### config.mk
export PLATFORM = sky130hd
export DESIGN_NAME = ahb_mtx_input_stage_hold
export DESIGN_NICKNAME = d
export VERILOG_FILES = /design/src/rtl/ahb_mtx_input_stage_hold.sv
export SDC_FILE = /design/constraint.sdc
export NUM_CORES = 1
export LEC_CHECK = 0
export BUFFER_PORTS_ARGS = -buffer_cell sky130_fd_sc_hd__buf_2
export CAP_MARGIN = 5
export CORE_ASPECT_RATIO = 1.75
export CORE_UTILIZATION = 40
export DETAILED_ROUTE_END_ITERATION = 10
export GPL_TIMING_DRIVEN = 1
export PLACE_DENSITY = 0.68
export SYNTH_ARGS = -nofsm -noshare
export SYNTH_HDL_FRONTEND = slang
export SYNTH_SLANG_ARGS = --single-unit
### constraint.sdc
create_clock -name HCLK -period 3.2 [get_ports HCLK]
set_clock_uncertainty 0.15 [all_clocks]
set_input_delay 0.64 -clock HCLK [delete_from_list [all_inputs] [get_ports HCLK]]
set_output_delay 0.64 -clock HCLK [all_outputs]
set_load 0.02 [all_outputs]
### src/rtl/ahb_mtx_input_stage_hold.sv
// ahb_mtx_input_stage_hold: bus-matrix master input stage; it holds any transfer that the output stage cannot take
// at once and stalls the master until that transfer has been issued.
module ahb_mtx_input_stage_hold #(
  parameter int ADDR_WIDTH = 32
) (
  input  logic                  HCLK,
  input  logic                  HRESETn,
  input  logic                  HSELS,
  input  logic [ADDR_WIDTH-1:0] HADDRS,
  input  logic [1:0]            HTRANSS,
  input  logic                  HWRITES,
  input  logic [2:0]            HSIZES,
  input  logic [2:0]            HBURSTS,
  input  logic [3:0]            HPROTS,
  input  logic                  HMASTLOCKS,
  input  logic                  HREADYS,
  output logic                  HREADYOUTS,
  output logic                  HRESPS,
  output logic                  trans_pend,
  output logic [ADDR_WIDTH-1:0] HADDRM,
  output logic [1:0]            HTRANSM,
  output logic                  HWRITEM,
  output logic [2:0]            HSIZEM,
  output logic [2:0]            HBURSTM,
  output logic [3:0]            HPROTM,
  output logic                  HMASTLOCKM,
  input  logic                  addr_in_phase,
  input  logic                  data_in_phase,
  input  logic                  HREADYM,
  input  logic                  HRESPM
);
  typedef enum logic {EMPTY = 1'b0, HELD = 1'b1} hold_e;
  hold_e state, state_nxt;
  logic                  reg_hold, new_tran, accepted, capture;
  logic [ADDR_WIDTH-1:0] hold_addr;
  logic [1:0]            hold_trans;
  logic                  hold_write, hold_lock;
  logic [2:0]            hold_size, hold_burst;
  logic [3:0]            hold_prot;
  assign reg_hold = state == HELD;
  assign new_tran = HSELS & HTRANSS[1] & HREADYS;
  assign accepted = addr_in_phase & HREADYM;
  // a new transfer seen while HELD is a master protocol violation and is dropped
  assign capture  = !reg_hold & new_tran & !accepted;
  always_ff @(posedge HCLK or negedge HRESETn)
    if (!HRESETn) begin
      state      <= EMPTY;
      hold_addr  <= '0;
      hold_trans <= '0;
      hold_write <= 1'b0;
      hold_size  <= '0;
      hold_burst <= '0;
      hold_prot  <= '0;
      hold_lock  <= 1'b0;
    end else begin
      state <= state_nxt;
      if (capture) begin
        hold_addr  <= HADDRS;
        hold_trans <= HTRANSS;
        hold_write <= HWRITES;
        hold_size  <= HSIZES;
        hold_burst <= HBURSTS;
        hold_prot  <= HPROTS;
        hold_lock  <= HMASTLOCKS;
      end
    end
  always_comb begin
    state_nxt  = state;
    if (capture) state_nxt = HELD;
    else if (reg_hold && accepted) state_nxt = EMPTY;
    HADDRM     = reg_hold ? hold_addr  : HADDRS;
    HTRANSM    = reg_hold ? hold_trans : (HSELS ? HTRANSS : 2'b00);
    HWRITEM    = reg_hold ? hold_write : HWRITES;
    HSIZEM     = reg_hold ? hold_size  : HSIZES;
    HBURSTM    = reg_hold ? hold_burst : HBURSTS;
    HPROTM     = reg_hold ? hold_prot  : HPROTS;
    HMASTLOCKM = reg_hold ? hold_lock  : HMASTLOCKS;
    trans_pend = reg_hold | (HSELS & HTRANSS[1]);
    HREADYOUTS = reg_hold ? 1'b0 : (data_in_phase ? HREADYM : 1'b1);
    HRESPS     = !reg_hold & data_in_phase & HRESPM;
  end
endmodule

==> impl_metrics.json <==
{
  "cts_buffers": 5,
  "yosys.area.top_type": "dfrtp_1",
  "critPathKind": "flip-flop to primary output",
  "syn_inst": 162,
  "dp_hpwl_um": 3657,
  "cap_viol_max_count": 0,
  "period_needed_ps": 2632,
  "synth_fp_nets": 216,
  "core_um2": 5972,
  "cellPowerDensity_nw_per_um2": 546.1,
  "io_pins": 103,
  "drive_above_1_share": 0.7744,
  "synth_area_leaders": "dfrtp_1, mux2_4, mux2_2",
  "total_power_w": 0.001729,
  "initial_utilization": 0.4186,
  "tritoncts": "done",
  "hold_ws_ps": 9.699,
  "cp.required_ps": 2410,
  "synthTopCellsByCount": "mux2_2, dfrtp_1, mux2_4",
  "antenna_left": 0,
  "drt_wl_total_um": 4852,
  "pre_cts_slack_ps": 864.6,
  "ys_types": 15,
  "relSlewSlack": 0.5826,
  "syn_area_per_cell_um2": 15.43,
  "async_flop_share": 1.000,
  "fin_crit_sh": 0.8225,
  "p_leak_nw": 1.633,
  "ys.flop_type": "dfrtp_1",
  "vias_per_cell": 4.727,
  "track_usage": 0.1557,
  "cp-end-kind": "primary output",
  "wl_per_cell_um": 14.10,
  "fp.dieW_um": 61.76,
  "grt_pass1_wl_um": 7493,
  "finalHoldViolCount": 0,
  "vdd_drop_max_mv": 0.2557,
  "grt_pass1_vias": 1637,
  "fin_tns_setup_ps": 0,
  "cts_sinks": 47,
  "num_antenna_cells": 0,
  "ys_ff_latch": 47,
  "die_area_um2": 6582,
  "grt_max_degree": 28,
  "area_growth_pct": 26.68,
  "drt_iter0_markers": 20,
  "clk_pin_slew_ps": 90,
  "firstDrtPassIters": 4,
  "gp_congestion": 0.7720,
  "rsz0062_at_grt": "false",
  "drv_slew": 0,
  "rows": 37,
  "worst_slack_ps": 568.1,
  "layout.nets": 320,
  "hold_path.class": "input pin to asynchronous set/reset pin",
  "h-tree-depth": 2,
  "yosysSeqAreaShare": 0.4705,
  "synth.most_common_cell": "mux2_2",
  "io_buffers": 102,
  "grt_overflow_total": 0,
  "cts_buffer_depth": 2,
  "synth_edf_count": 0,
  "syn-cell-area_um2": 2500,
  "clk_latency_ps": 280,
  "yosys_warnings": 0,
  "cts_root_buf": "clkbuf_8",
  "synth_top_area_share": 0.4705,
  "num_vias": 1626,
  "drc": 0,
  "cp.arrival_ps": 1840,
  "cp_max_fo": 27,
  "ctsHoldBuffers": 0,
  "finalSetupViolCount": 0,
  "antenna_found_initial": 0,
  "max_slew.worst_pin.slew_ps": 626.1,
  "die_h_um": 106.6,
  "timing.fmax_mhz": 380.0,
  "outcome": "completed",
  "crit_path_start_kind": "flip-flop",
  "cts_setup_buffers": 0,
  "post_cts_resized": 0
}
==> registers in the layout, indices dropped and copies added, names as in the netlist <==
| name | flops |
|---|---|
| hold_prot | 4 |
| hold_trans | 2 |
| hold_addr | 32 |
| hold_write | 1 |
| hold_burst | 3 |
| hold_lock | 1 |
| reg_hold | 1 |
| hold_size | 3 |
==> per-layer routing <==
layer / share of wire / GRT usage / vias to the layer above
met2: 0.54 / 0.2750 / 54
met5: 0 / 0 / -
met3: 0.049 / 0.03739 / 2
li1: - / - / 787
met1: 0.40 / 0.1723 / 783
met4: 0.0076 / 0.05714 / 0
==> report_power, final <==
group	internal, W	total [W]	switching (W)	leakage [nW]
Sequential	0.000718	0.000797	0.0000793	0.556
Combinational	0.000327	0.000578	0.000250	1.03
Clock	0.000170	0.000355	0.000185	0.0470
==> final cells by class <==
type | instances | area (um^2)
inverters | 1 | 3.754
fillers | 531 | 2805
multi-input cells | 104 | 1240
clock inverters | 1 | 5.005
flip-flops and latches | 47 | 1177
well taps | 78 | 97.59
clock buffers | 6 | 82.58
repair buffers | 107 | 560.5
==> path summary, 6_finish.rpt <==
kind | endpoint | from | slack [ps] | depth (start not counted)
max | HSIZEM[0] | reg_hold | 570 | 3
max in group asynchronous | reg_hold | HRESETn | 2340 | 2
min | hold_addr[10] | HRESETn | 10 | 1
max reg2reg | hold_size[2] | reg_hold | 1160 | 4
min reg2reg | hold_trans[1] | hold_trans[1] | 320 | 1
min in group HCLK | hold_trans[1] | hold_trans[1] | 320 | 1
==> cell usage in the layout (no fill, tap or decap) <==
cell,Yosys,final
clkbuf_8,0,6
clkinv_2,0,1
o21ai_0,2,2
a21oi_1,2,2
mux2_4,39,39
mux2_2,50,50
buf_4,0,4
nand4_4,1,1
dfrtp_2,0,1
nor2_1,1,1
nand2b_1,2,2
dfrtp_1,47,46
inv_1,1,1
buf_12,0,1
nand2_1,5,5
a31oi_1,1,1
a21oi_2,1,1
buf_2,4,102
==> cell families after synthesis <==
kind of cell | after synthesis | synth area share
buffers and inverters | 11 | 0.03353
AO/OA/AOI/OAI | 6 | 0.01402
AND/OR/NAND/NOR | 9 | 0.02252
flip-flops | 47 | 0.4705
multiplexers | 89 | 0.4595
==> worst max-delay path, cell delays in order, from the launching register on <==
cell	delay [ps]
dfrtp_2	780
buf_12	260
mux2_2	350
buf_2	160
==> through the flow <==
stage	cell area [um^2]	util	std cells
floorplan	2500	-	162
finish	3167	0.5303	344
global route	3167	0.5303	344
CTS	3167	0.5303	344
detailed placement	3079	0.5156	337
global placement	3079	0.5156	337
(Power assumes the default switching activity.)
